`src/rtl/wb_pkg.sv`:
```
// Shared write-back definitions.
// Holds the datapath sizes, the control-flag bit indices carried down the pipeline
// (the memory stage imports the same indices) and the write-back FSM state type.
package wb_pkg;

  localparam int unsigned DATA_W = 32;
  localparam int unsigned REG_AW = 4;
  localparam int unsigned NREGS  = 16;

  // Bit positions inside the 8-bit control-flag bundle.
  localparam int unsigned WB_SRC = 0;
  localparam int unsigned MEM_WR = 1;
  localparam int unsigned MEM_RD = 2;
  localparam int unsigned REG_WR = 5;
  localparam int unsigned HALT   = 6;

  typedef enum logic {
    StRun,
    StHalted
  } wb_state_e;

endpackage

```
`src/rtl/wb_stage_reg_file.sv`:
```
// General-purpose register file for the write-back stage.
// Ports:
//   clk, clear        clock and asynchronous active-low clear (zeroes every register)
//   we, waddr, wdata  synchronous write port
//   rs_addr/rs_data   asynchronous read port A
//   rt_addr/rt_data   asynchronous read port B
// There is no hard-wired zero register; every entry is writable.
module wb_stage_reg_file #(
  parameter int unsigned DATA_W = 32,
  parameter int unsigned REG_AW = 4
) (
  input  logic              clk,
  input  logic              clear,
  input  logic              we,
  input  logic [REG_AW-1:0] waddr,
  input  logic [DATA_W-1:0] wdata,
  input  logic [REG_AW-1:0] rs_addr,
  input  logic [REG_AW-1:0] rt_addr,
  output logic [DATA_W-1:0] rs_data,
  output logic [DATA_W-1:0] rt_data
);

  localparam int unsigned NumRegs = 2 ** REG_AW;

  logic [DATA_W-1:0] regs_q [NumRegs];

  always_ff @(posedge clk or negedge clear) begin
    if (!clear) begin
      for (int i = 0; i < int'(NumRegs); i++) begin
        regs_q[i] <= '0;
      end
    end else if (we) begin
      regs_q[waddr] <= wdata;
    end
  end

  assign rs_data = regs_q[rs_addr];
  assign rt_data = regs_q[rt_addr];

endmodule

```
`src/rtl/wb_stage.sv`:
```
// Write-back pipeline stage.
// Latches the memory-stage result into a stage register, commits it into the register
// file on the following unstalled edge, and serves two bypassed read ports to decode.
// Ports:
//   clk, clear                 clock, asynchronous active-low reset
//   turn_off                   stall: holds the stage register and suppresses commit
//   mem_out, rd_buf4, reg_wr3  result, destination and write enable from memory stage
//   cu_flags4                  control flags from memory stage (only HALT used)
//   rs_addr/rs_data,
//   rt_addr/rt_data            decode read ports, bypassed from the pending write
//   wb_valid, wb_rd, wb_data   pending write, for the hazard/forwarding unit
//   halted                     sticky, set when a HALT instruction commits
//   retire_cnt                 committed register writes, wraps
module wb_stage
  import wb_pkg::*;
#(
  parameter int unsigned DATA_W = wb_pkg::DATA_W,
  parameter int unsigned REG_AW = wb_pkg::REG_AW,
  parameter int unsigned CNT_W  = 32
) (
  input  logic              clk,
  input  logic              clear,
  input  logic              turn_off,
  input  logic [DATA_W-1:0] mem_out,
  input  logic [REG_AW-1:0] rd_buf4,
  input  logic              reg_wr3,
  input  logic [7:0]        cu_flags4,
  input  logic [REG_AW-1:0] rs_addr,
  input  logic [REG_AW-1:0] rt_addr,
  output logic [DATA_W-1:0] rs_data,
  output logic [DATA_W-1:0] rt_data,
  output logic              wb_valid,
  output logic [REG_AW-1:0] wb_rd,
  output logic [DATA_W-1:0] wb_data,
  output logic              halted,
  output logic [CNT_W-1:0]  retire_cnt
);

  wb_state_e         state_q;
  logic              wb_valid_q;
  logic [REG_AW-1:0] wb_rd_q;
  logic [DATA_W-1:0] wb_data_q;
  logic              wb_halt_q;
  logic [CNT_W-1:0]  retire_cnt_q;
  logic              halted_q;

  logic              advance;
  logic              commit;
  logic [DATA_W-1:0] rf_rs_data;
  logic [DATA_W-1:0] rf_rt_data;
  logic              bypass_en;

  // Only the HALT flag matters here; the rest are consumed upstream.
  logic unused_flags;
  assign unused_flags = ^{cu_flags4[7], cu_flags4[5:0]};

  assign advance = !turn_off && (state_q == StRun);
  assign commit  = advance && wb_valid_q;

  // Stage register, FSM and retire counter. The commit of the held instruction and
  // the load of the next one share the same edge.
  always_ff @(posedge clk or negedge clear) begin
    if (!clear) begin
      state_q      <= StRun;
      halted_q     <= 1'b0;
      wb_valid_q   <= 1'b0;
      wb_rd_q      <= '0;
      wb_data_q    <= '0;
      wb_halt_q    <= 1'b0;
      retire_cnt_q <= '0;
    end else begin
      unique case (state_q)
        StRun: begin
          if (advance) begin
            wb_valid_q <= reg_wr3;
            wb_rd_q    <= rd_buf4;
            wb_data_q  <= mem_out;
            wb_halt_q  <= cu_flags4[HALT];
            if (wb_valid_q) begin
              retire_cnt_q <= retire_cnt_q + CNT_W'(1);
            end
            if (wb_halt_q) begin
              state_q  <= StHalted;
              halted_q <= 1'b1;
            end
          end
        end
        StHalted: begin
          // Absorbing until clear; stage register and counter frozen.
        end
        default: state_q <= StRun;
      endcase
    end
  end

  wb_stage_reg_file #(
    .DATA_W (DATA_W),
    .REG_AW (REG_AW)
  ) u_reg_file (
    .clk     (clk),
    .clear   (clear),
    .we      (commit),
    .waddr   (wb_rd_q),
    .wdata   (wb_data_q),
    .rs_addr (rs_addr),
    .rt_addr (rt_addr),
    .rs_data (rf_rs_data),
    .rt_data (rf_rt_data)
  );

  // Bypass is disabled once halted: the frozen stage register will never commit.
  assign bypass_en = wb_valid_q && (state_q == StRun);

  assign rs_data = (bypass_en && (rs_addr == wb_rd_q)) ? wb_data_q : rf_rs_data;
  assign rt_data = (bypass_en && (rt_addr == wb_rd_q)) ? wb_data_q : rf_rt_data;

  assign wb_valid   = wb_valid_q;
  assign wb_rd      = wb_rd_q;
  assign wb_data    = wb_data_q;
  assign halted     = halted_q;
  assign retire_cnt = retire_cnt_q;

endmodule
```
`config.mk`:
```
export PLATFORM = sky130hd
export DESIGN_NAME = wb_stage
export DESIGN_NICKNAME = d
export VERILOG_FILES = /design/src/rtl/wb_pkg.sv /design/src/rtl/wb_stage_reg_file.sv /design/src/rtl/wb_stage.sv
export SDC_FILE = /design/constraint.sdc
export NUM_CORES = 1
export LEC_CHECK = 0
export CAP_MARGIN = 20
export CORE_MARGIN = 2
export CORE_UTILIZATION = 43
export DETAILED_ROUTE_END_ITERATION = 8
export PLACE_DENSITY = 0.66
export SYNTH_ARGS = -nofsm -noshare
export SYNTH_HDL_FRONTEND = slang
export SYNTH_SLANG_ARGS = --single-unit
```
`constraint.sdc`:
```
create_clock -name clk -period 3.5 [get_ports clk]
set_input_delay 0.7 -clock clk [delete_from_list [all_inputs] [get_ports clk]]
set_output_delay 0.7 -clock clk [all_outputs]
set_load 0.01 [all_outputs]
```
==> key figures, run 1 <==
Outcome
  • Status: finished, final reports clean

Timing
  • Final hold vios: 0
  • Tightest Pin Transition: about 780 ps
  • Final setup TNS: 0 ps
  • Final Cycle Share: 0.9799
  • Highest clock rate: between 200 and 300 MHz
  • RSZ-0062 raised after global routing: no
  • Setup violators final: 0
  • Slew HR: 0.4784
  • Max-slew violations: 0
  • Clock skew: 33.61 ps
  • Final period demand of the worst path: about 3400 ps

Clocking
  • Reg clk slew, reported paths: approximately 60 ps
  • Clk_lat worst skew: 620 ps
  • Num CTS Buffers: 67
  • CTS max path bufs: 3
  • Clock sinks: 584
  • CTS tree: yes
  • Root buffer cell: clkbuf_16
  • CTS Hold Bufs: 0
  • Number of H-tree levels: 3

Synth
  • Mapped Cells: roughly 2000
  • Share of the synthesized area in the top cell type: 0.4784
  • Synth top area cells: dfrtp_1 (48%), mux2_2 (21%), mux4_2 (19%)
  • Mapped Area: a little over 30000 um^2
  • Post-synth EDFFs: 0
  • Post-synth ARST share: 1.000
  • Synthesis-stage register bit count: ~600
  • Synth Area per Inst: 15.20 um^2
  • Unique cell type count in the Yosys netlist: 39
  • Syn. warnings: 0
  • Main synth FF type: dfrtp_1
  • Syn Nets: between 2000 and 2500
  • Top cell type by total area after synthesis: dfrtp_1
  • Post-synthesis sequential area ratio: 0.4784

Floorplan
  • Number of cell rows: between 90 and 100
  • Die area: approximately 73000 um^2
  • Initial Util: 0.4355
  • Die Width: roughly 270 um
  • Die height: about 270 um
  • Core area: approximately 70000 um^2
  • # IOs: 190

Placed design
  • Placed Cells: 3077
  • HPWL after detailed placement: 53590 um
  • I/O Buffers: approximately 180
  • GP Congestion: approximately 0.79
  • Placed Area: between 30000 and 40000 um^2

Power
  • Int Pwr: 13310 uW
  • VDD IR max: approximately 420 uV
  • Comb power frac: 0.147
  • Leak: 0.01748 uW
  • Clock power frac: 0.394
  • Sw Share: 0.2785
  • Sequential cell fraction of total power: 0.459
  • Pwr Density: 490.5 nW/um^2
  • Overall power: approximately 18000 uW
  • Switching pwr: between 5000 and 6000 uW

Drt
  • Drt first pass iters: 5
  • Final wirelength: ~90000 um
  • Drt drc: 0
  • Via density per instance: 6.114
  • Remaining antenna violation count: 0
  • Initial drt markers: approximately 1600
  • Via count: slightly below 20000
  • DR WL/cell: around 27 um

Global routing
  • First-pass GRT wire length: between 100000 and 150000 um
  • GRT Residual Overflow: 0
  • Initial antenna violation count: 0
  • Vias in the first global route: 21150
  • Largest net degree at the start of global routing: 107
  • All-layer global routing usage: 0.2422

Setup path
  • CP max stage delay: 490 ps
  • Startpoint type of the worst setup path: input port
  • CP arrival: around 2700 ps
  • CP top delay family: multiplexers
  • Crit Path Category: input port to output pin
  • WP buf/inv: 4
  • Crit-path max FO: 9
  • CP Data Required Time: approximately 2800 ps
  • CP max stage cell: mux4_2
  • Cell Chain, Critical Path: clkbuf_16 -> buf_4 -> buf_4 -> mux4_2 -> mux4_2 -> mux2_2 -> dlygate4sd2_1
  • Critical Path Sink Type: output pin

Final layout
  • Final instance area: 37600 um^2
  • # nets final: ~2300
  • Area growth, synth to finish: 23.09%
  • Non-Filler Instances: about 3200
  • Share of cells above drive strength 1: 0.5317
  • ANT cells: 0
  • Register Area: between 10000 and 15000 um^2
  • Final core utilization: 0.5360
  • Number of fill cells: a little under 6000
  • Multi-input gate area: ~15000 um^2

Min path
  • Hold WC Path Type: input port to async pin

Flow run
  • Max-cap violations: 0
==> cell usage in the layout (no fill, tap or decap), drive strengths merged, types with 24 or more instances in the layout <==
| cell type | count |
|---|---|
| xnor2 | 24 |
| clkdlybuf4s50 | 110 |
| nand2 | 83 |
| buf | 177 |
| dlygate4sd2 | 59 |
| a22oi | 124 |
| mux4 | 258 |
| clkbuf | 104 |
| dfrtp | 584 |
| mux2 | 613 |
==> cell type report <==
class                      count  share of cell area
multi-input combinational   1209              0.4048
clock inverter                17            0.006588
sequential                   584              0.3887
tap                          940             0.03128
timing repair buffer         359              0.1141
clock buffer                  99             0.05424
inverter                       4           0.0003993
==> kinds of logic after synthesis <==
| group | Yosys count | synth area share |
|---|---|---|
| XOR/XNOR | 37 | 0.01061 |
| flip-flops | 584 | 0.4784 |
| adder cells (fa/ha/maj) | 1 | 0.0004095 |
| AO/OA/AOI/OAI | 129 | 0.03162 |
| buffers and inverters | 217 | 0.03064 |
| AND/OR/NAND/NOR | 171 | 0.02851 |
| multiplexers | 871 | 0.4198 |
==> flip-flops by register name, summed over array words and instances, names as in the netlist <==
| name | count |
|---|---|
| halted | 1 |
| retire_cnt | 32 |
| state_q | 1 |
| u_reg_file.regs_q | 512 |
| wb_data | 32 |
| wb_halt_q | 1 |
| wb_rd | 4 |
| wb_valid | 1 |
==> Yosys cell counts (15+ instances only) <==
master / instances
nand4_1: 15
mux2_2: 576
nand3_1: 15
a22oi_1: 124
dfrtp_1: 584
xnor2_1: 24
mux2_4: 30
nand2_1: 83
clkbuf_1: 86
buf_2: 49
mux4_2: 258
buf_1: 65
==> path summary, 6_finish.rpt <==
path	start	end	slack [ps]	cells past startpoint
worst max register to register	state_q	u_reg_file.regs_q[480]	1050	5
max in group asynchronous	clear	u_reg_file.regs_q[272]	2340	2
worst max-delay path	rt_addr[0]	rt_data[30]	70	7
worst min-delay path	clear	retire_cnt[20]	70	1
min in group clk	halted	halted	470	1
worst min register to register	halted	halted	470	1
==> what timing repair did <==
action / 4_1_cts / 5_1_grt
pin swaps: 5 / 0
setup endpoints to repair: 64 / 15
resized for setup: 104 / 14
gates cloned: 5 / 0
setup buffers: 10 / 3
==> stage by stage <==
step	worst slack (ps)	hold WS, ps
detailed placement	-231.5	456.1
global route	10.50	90.47
finish	70.20	67.93
floorplan	400.9	404.4
CTS	0.6772	94.51
global placement	-246.7	447.1
==> layer usage <==
layer	vias to the layer above	wire length, um	GRT usage
li1	8185	-	-
met1	10670	37050	0.3300
met2	620	42930	0.3968
met3	162	4969	0.04340
met4	0	2451	0.07400
met5	-	0	0
==> worst register-to-register path, stage by stage, from the launching register on <==
cell and delay, ps:
dfrtp_1 450, or3b_1 560, or3_4 460, nor3_4 250, buf_12 250, mux2_2 360
==> power by group through the flow <==
stage	Sequential (uW)	Clock [uW]	Combinational [uW]
floorplan	7800	0	1970
global placement	8470	0	2650
detailed placement	8570	0	2700
CTS	8450	7440	2730
global route	8630	7730	2890
finish	8460	7270	2710
(Power assumes the default switching activity.)
==> inputs of run 2 (changes only) <==
- TNS_END_PERCENT: unset -> 5
==> run 2 against run 1 <==
The run now ends with setup timing left. Clock skew fell by 2.0 ps. Worst hold slack got worse by 2.4 ps. Non-clock buffer count down 10. Sequential share of layout area is 0.16 points higher. Clock-buffer cell count is the same. Via count down 0.23%. Global-route usage fell by 0.26 points. Total power hardly changed. Critical path type unchanged. Largest cell class unchanged. Largest power group unchanged.
==> key figures, run 2 (same netlist as run 1, synthesis figures left out) <==
Final layout
  • Final instance area: 37450 um^2 (-0.40%)
  • Register Area: 14620 um^2 (unchanged)
  • Flip-flop count of the largest register after layout: 512 (unchanged)
  • Number of fill cells: 5787 (+0.23%)
  • Commonest non-fill, non-tap cells in the layout: dfrtp_1 (583), mux2_2 (576), mux4_2 (258)
  • Share of cells above drive strength 1: 0.5287 (-0.002955)
  • Most common cell after layout, fill and taps aside: dfrtp_1
  • Largest reg by FF count: u_reg_file.regs_q
  • Area growth, synth to finish: 22.60%
  • # nets final: 2272 (-0.44%)
  • ANT cells: 0 (unchanged)
  • Multi-input gate area: 15220 um^2 (about the same)
  • Non-Filler Instances: 3202 (-0.31%)

Setup path
  • Critical path depth: 8 (+1)
  • CP max stage cell: clkdlybuf4s50_1
  • Reg2reg path depth: 5 (unchanged)
  • WP buf/inv: 4 (unchanged)
  • Critical Path Sink Type: output pin
  • Most Frequent Cell on Critical Path: clkdlybuf4s50_1
  • CP max stage delay: 480 ps (about the same)
  • Crit-path max FO: 17 (+8)
  • CP arrival: 2840 ps (+110 ps)
  • R2R Path Start: state_q
  • CP Data Required Time: 2800 ps (about the same)
  • CP top delay family: buffers and inverters
  • Reg2Reg Capture Point: u_reg_file.regs_q[498]
  • Crit Path Category: input port to output pin
  • Cell Chain, Critical Path: clkdlybuf4s50_1 -> buf_6 -> and2_2 -> buf_12 -> a22oi_2 -> nand2_1 -> mux2_2 -> clkdlybuf4s50_1
  • Reg2reg setup slack: 1050 ps (about the same)
  • Startpoint type of the worst setup path: input port

Clocking
  • CTS Hold Bufs: 0 (unchanged)
  • Num CTS Buffers: 67 (unchanged)
  • CTS tree: yes
  • Reg clk slew, reported paths: 60 ps (about the same)
  • Clk_lat worst skew: 620 ps (about the same)
  • Clock sinks: 584 (unchanged)
  • Root buffer cell: clkbuf_16
  • Number of H-tree levels: 3 (unchanged)
  • CTS max path bufs: 3 (unchanged)

Global routing
  • First-pass GRT wire length: 132900 um (-0.76%)
  • Initial antenna violation count: 0 (unchanged)
  • Vias in the first global route: 21060 (-0.41%)
  • GRT Residual Overflow: 0 (unchanged)
  • All-layer global routing usage: 0.2396 (-0.002623)
  • Largest net degree at the start of global routing: 107 (unchanged)

Timing
  • Final period demand of the worst path: 3538 ps (+108.0 ps)
  • Tightest Pin Transition: 795.9 ps (+13.50 ps)
  • Min setup slack post-route: -37.75 ps (-108.0 ps)
  • Clock skew: 31.64 ps (-1.962 ps)
  • Slew HR: 0.4694 (-0.009003)
  • Final hold vios: 0 (unchanged)
  • RSZ-0062 raised after global routing: yes
  • Highest clock rate: 282.7 MHz (-3.1%)
  • Max-slew violations: 0 (unchanged)
  • Final Cycle Share: 1.011 (+0.03084)
  • Hold slack: 65.55 ps (-2.378 ps)
  • Setup violators final: 1 (+1)

Floorplan
  • Die Width: 270.5 um (unchanged)
  • Die height: 270.5 um (unchanged)
  • Number of cell rows: 97 (unchanged)
  • Initial Util: 0.4355 (unchanged)
  • Die area: 73190 um^2 (unchanged)
  • Core area: 70150 um^2 (unchanged)
  • # IOs: 190 (unchanged)

Flow run
  • Max-cap violations: 0 (unchanged)

Drt
  • Via count: 19590 (-0.23%)
  • Initial drt markers: 1513 (-2.6%)
  • Met1 wire length: 36660 um (-1.1%)
  • Top sig layer: met4
  • Drt drc: 0 (unchanged)
  • Remaining antenna violation count: 0 (unchanged)
  • Wire length on met3: 5107 um (+2.8%)
  • DR WL/cell: 27.09 um (-0.45%)
  • Drt first pass iters: 7 (+2)
  • Via density per instance: 6.118 (about the same)
  • Final wirelength: 86740 um (-0.76%)
  • DR WL met2: 42570 um (-0.84%)

Min path
  • Hold WC Path Type: input port to async pin

Outcome
  • Status: complete, but fails checks
  • Failing checks: setup timing

Placed design
  • Pre-CTS setup slack: -231.5 ps (unchanged)
  • I/O Buffers: 182 (unchanged)
  • HPWL after detailed placement: 53590 um (unchanged)
  • Placed Cells: 3077 (unchanged)
  • Placed Area: 34860 um^2 (unchanged)
  • GP Congestion: 0.7898 (unchanged)

Power
  • Overall power: 18440 uW (about the same)
  • Pwr Density: 492.4 nW/um^2 (+0.39%)
  • Leak: 0.01744 uW (-0.22%)
  • VDD IR max: 389.5 uV (-8.1%)
==> run 2: worst max path at each step <==
| stage | end | slack, ps | startpoint |
|---|---|---|---|
| floorplan | rs_data[10] | 400 | rs_addr[0] |
| global placement | rs_data[24] | -250 | rs_addr[3] |
| detailed placement | rs_data[25] | -230 | rs_addr[3] |
| CTS | rt_data[25] | -130 | rt_addr[3] |
| global route | rt_data[5] | -70 | rt_addr[3] |
| finish | rt_data[5] | -40 | rt_addr[3] |
==> run 2: area by class of cell <==
| type | instances | share of cell area |
|---|---|---|
| Clock inverter | 17 | 0.006615 |
| Multi-Input combinational cell | 1209 | 0.4065 |
| Tap cell | 940 | 0.03140 |
| Timing Repair Buffer | 349 | 0.1104 |
| Clock buffer | 99 | 0.05446 |
| Inverter | 4 | 0.0004009 |
| Sequential cell | 584 | 0.3902 |
==> run 2: repair_timing <==
item,4_1_cts,5_1_grt
resized for setup,89,19
setup endpoints to repair,64,12
cloned,2,0
buffers inserted,5,1
endpoints found under the hold margin,0,0
pin swaps,4,3
==> run 2: report_power, final <==
group	internal (uW)	switching, uW
Clock	4410	2880
Sequential	7300	1160
Combinational	1590	1100
Total	13300	5140
==> run 2: routing by layer <==
metal  vias up  global-route usage
met3       168             0.04145
met4         0             0.07270
li1       8167                   -
met5         -                   0
met2       636              0.3926
met1     10620              0.3274
==> run 2: worst reg2reg max path: stages, from the launching register on <==
cell and delay (ps):
dfrtp_1 450, or3b_1 550, or3_4 460, nor3_4 250
buf_12 260, mux2_4 340
==> run 2: per-stage QoR <==
stage / utilization / setup TNS (ps)
6_report: 0.5339 / -37.75
2_1_floorplan: - / 0
4_1_cts: 0.5328 / -400.0
5_1_grt: 0.5339 / -125.0
3_5_place_dp: 0.4969 / -9715
3_3_place_gp: 0.4969 / -10260
==> inputs of run 3 (changes only) <==
- clock period: 3.5 -> 3.9 ns (I/O delays scaled with it)
==> run 3 against run 2 <==
The flow now finishes without violations. Combinational power down 14%. Setup slack improved by 53 ps. First-iteration DRC count rose by 10%. Critical path depth down 1. Global-route usage fell by 0.52 points. Register-to-register slack gained 230 ps. Total power down 9.8%. Clock-buffer cell count up 1. Utilization fell by 1.4 points. Flip-flop and latch count did not move. Cell area is 2.6% lower. Die area did not move. Critical path type unchanged. Largest power group unchanged.
==> key figures, run 3 (same netlist as run 1, synthesis figures left out) <==
Power
  • Overall power: 16630 uW (-9.8%)
  • Leak: 0.01656 uW (-5.0%)
  • Sequential cell fraction of total power: 0.458 (about the same)
  • Sw Share: 0.2778 (-0.0008821)
  • Comb power frac: 0.139 (-0.007)
  • Int Pwr: 12010 uW (-9.7%)
  • VDD IR max: 369.2 uV (-5.2%)
  • Pwr Density: 455.7 nW/um^2 (-7.5%)
  • Switching pwr: 4619 uW (-10%)
  • Clock power frac: 0.403 (+0.008)

Outcome
  • Status: finished, final reports clean

Clocking
  • Number of H-tree levels: 3 (unchanged)
  • Root buffer cell: clkbuf_16
  • Post-CTS Setup Inserts: 0 (-5)
  • Num CTS Buffers: 68 (+1.5%)
  • CTS max path bufs: 3 (unchanged)
  • Clk_lat worst skew: 610 ps (about the same)
  • Clock sinks: 584 (unchanged)
  • # resized after CTS: 3 (-97%)
  • CTS tree: yes
  • Reg clk slew, reported paths: 60 ps (about the same)
  • CTS Hold Bufs: 0 (unchanged)

Floorplan
  • # IOs: 190 (unchanged)
  • Core area: 70150 um^2 (unchanged)
  • Initial Util: 0.4355 (unchanged)
  • Die Width: 270.5 um (unchanged)
  • Number of cell rows: 97 (unchanged)
  • Die height: 270.5 um (unchanged)
  • Die area: 73190 um^2 (unchanged)

Drt
  • DR WL/cell: 27.12 um (+0.10%)
  • Remaining antenna violation count: 0 (unchanged)
  • Initial drt markers: 1667 (+10%)
  • Drt drc: 0 (unchanged)
  • Drt first pass iters: 5 (-2)
  • Via count: 19260 (-1.7%)
  • Via density per instance: 6.130 (+0.19%)
  • Final wirelength: 85170 um (-1.8%)

Setup path
  • Startpoint type of the worst setup path: input port
  • CP max stage cell: clkdlybuf4s50_1
  • CP max stage delay: 510 ps (+30 ps)
  • Reg2reg path depth: 5 (unchanged)
  • Reg2Reg Capture Point: u_reg_file.regs_q[480]
  • CP arrival: 3100 ps (+260 ps)
  • CP top delay family: buffers and inverters
  • WP buf/inv: 3 (-1)
  • R2R Path Start: state_q
  • Most Frequent Cell on Critical Path: clkdlybuf4s50_1
  • Cell Chain, Critical Path: clkdlybuf4s50_1 -> xor2_1 -> a221oi_1 -> nand4b_1 -> buf_4 -> mux2_2 -> clkdlybuf4s50_1
  • Reg2reg setup slack: 1280 ps (+230 ps)
  • Crit-path max FO: 16 (-1)
  • Critical Path Sink Type: output pin
  • CP Data Required Time: 3120 ps (+320 ps)
  • Crit Path Category: input port to output pin

Final layout
  • # nets final: 2206 (-2.9%)
  • Flip-flop count of the largest register after layout: 512 (unchanged)
  • ANT cells: 0 (unchanged)
  • Share of cells above drive strength 1: 0.5057 (-0.02306)
  • Commonest non-fill, non-tap cells in the layout: dfrtp_1 (584), mux2_2 (576), mux4_2 (258)
  • Largest reg by FF count: u_reg_file.regs_q
  • Area growth, synth to finish: 19.45%
  • Final core utilization: 0.5202 (-0.01372)
  • Most common cell after layout, fill and taps aside: dfrtp_1

Timing
  • Setup violators final: 0 (-1)
  • Slew HR: 0.4721 (+0.002695)
  • Tightest Pin Transition: 791.8 ps (-4.041 ps)
  • RSZ-0062 raised after global routing: yes
  • Clock skew: 27.54 ps (-4.108 ps)
  • Final Cycle Share: 0.9960
  • Final period demand of the worst path: around 3900 ps
  • Final hold vios: 0 (unchanged)
  • Highest clock rate: 257.4 MHz
  • Max-slew violations: 0 (unchanged)

Global routing
  • Initial antenna violation count: 0 (unchanged)
  • GRT Residual Overflow: 0 (unchanged)
  • Vias in the first global route: 20690 (-1.8%)
  • All-layer global routing usage: 0.2344 (-0.005191)
  • First-pass GRT wire length: 130500 um (-1.8%)
  • Largest net degree at the start of global routing: 120 (+12%)

Placed design
  • HPWL after detailed placement: 50240 um (-6.2%)
  • GP Congestion: 0.7730 (-2.1%)
  • I/O Buffers: 182 (unchanged)

Min path
  • Hold WC Path Type: input port to async pin

Flow run
  • Max-cap violations: 0 (unchanged)
[run 3: cell types whose count changed in the layout (fill, tap and decap cells not counted), moves of 5 or more]
cell | previous run | this run
a22oi_1 | 107 | 122
a22oi_2 | 17 | 2
buf_12 | 72 | 47
buf_16 | 6 | 1
buf_4 | 82 | 51
clkdlybuf4s50_1 | 113 | 175
dlygate4sd2_1 | 55 | 2
dlymetal6s2s_1 | 9 | 0
[run 3: worst max-delay path by stage]
stage                     slack [ps]  depth (start not counted)  startpoint     endpoint
after floorplan                  640                          6  rs_addr[0]  rs_data[10]
after global placement          -150                          7  rs_addr[3]  rs_data[16]
after detailed placement        -110                          7  rs_addr[3]  rs_data[16]
after CTS                         20                          7  rt_addr[0]   rt_data[4]
after global routing             -50                          7  rt_addr[2]  rt_data[15]
final                             20                          7  rt_addr[2]  rt_data[24]
[run 3: final cells by class]
| type | count | area, um^2 |
|---|---|---|
| clock inverter | 22 | 296.5 |
| inverter | 4 | 15.01 |
| sequential | 584 | 14610 |
| clock buffer | 100 | 2066 |
| timing repair buffer | 282 | 3196 |
| fill | 5803 | 33660 |
| tap | 940 | 1176 |
| multi-input combinational | 1209 | 15130 |
[run 3: worst reg2reg max path, cell delays in order, from the launching register on]
cell and delay (ps):
dfrtp_1 440, or3b_1 560, or3_4 480, nor3_4 210, buf_4 420, mux2_2 390
[run 3: metrics by stage]
stage | cells | instance area, um^2 | TNS (ps) | setup slack (ps) | hold slack, ps
finish | 3141 | 36490 | 0 | 15.74 | 144.4
global route | 3141 | 36490 | -346.8 | -46.33 | 159.5
CTS | 3140 | 36460 | 0 | 16.24 | 131.6
detailed placement | 3018 | 34090 | -1575 | -114.6 | 459.1
global placement | 3018 | 34090 | -2139 | -149.5 | 446.8
floorplan | 2010 | 30550 | 0 | 640.9 | 468.2
[run 3: power groups by stage]
stage                     logic, uW  registers (uW)  clock network [uW]
after floorplan                1760            7000                   0
after global placement         2290            7630                   0
after detailed placement       2320            7720                   0
after CTS                      2330            7610                6830
after global routing           2460            7770                7100
final                          2310            7620                6700
[run 3: per-layer routing]
layer / global-route usage / part of all wire / up-vias
met1: 0.3251 / 0.43 / 10430
met3: 0.04376 / 0.063 / 152
met2: 0.3779 / 0.48 / 660
met4: 0.06790 / 0.025 / 0
met5: 0 / 0 / -
li1: - / - / 8018
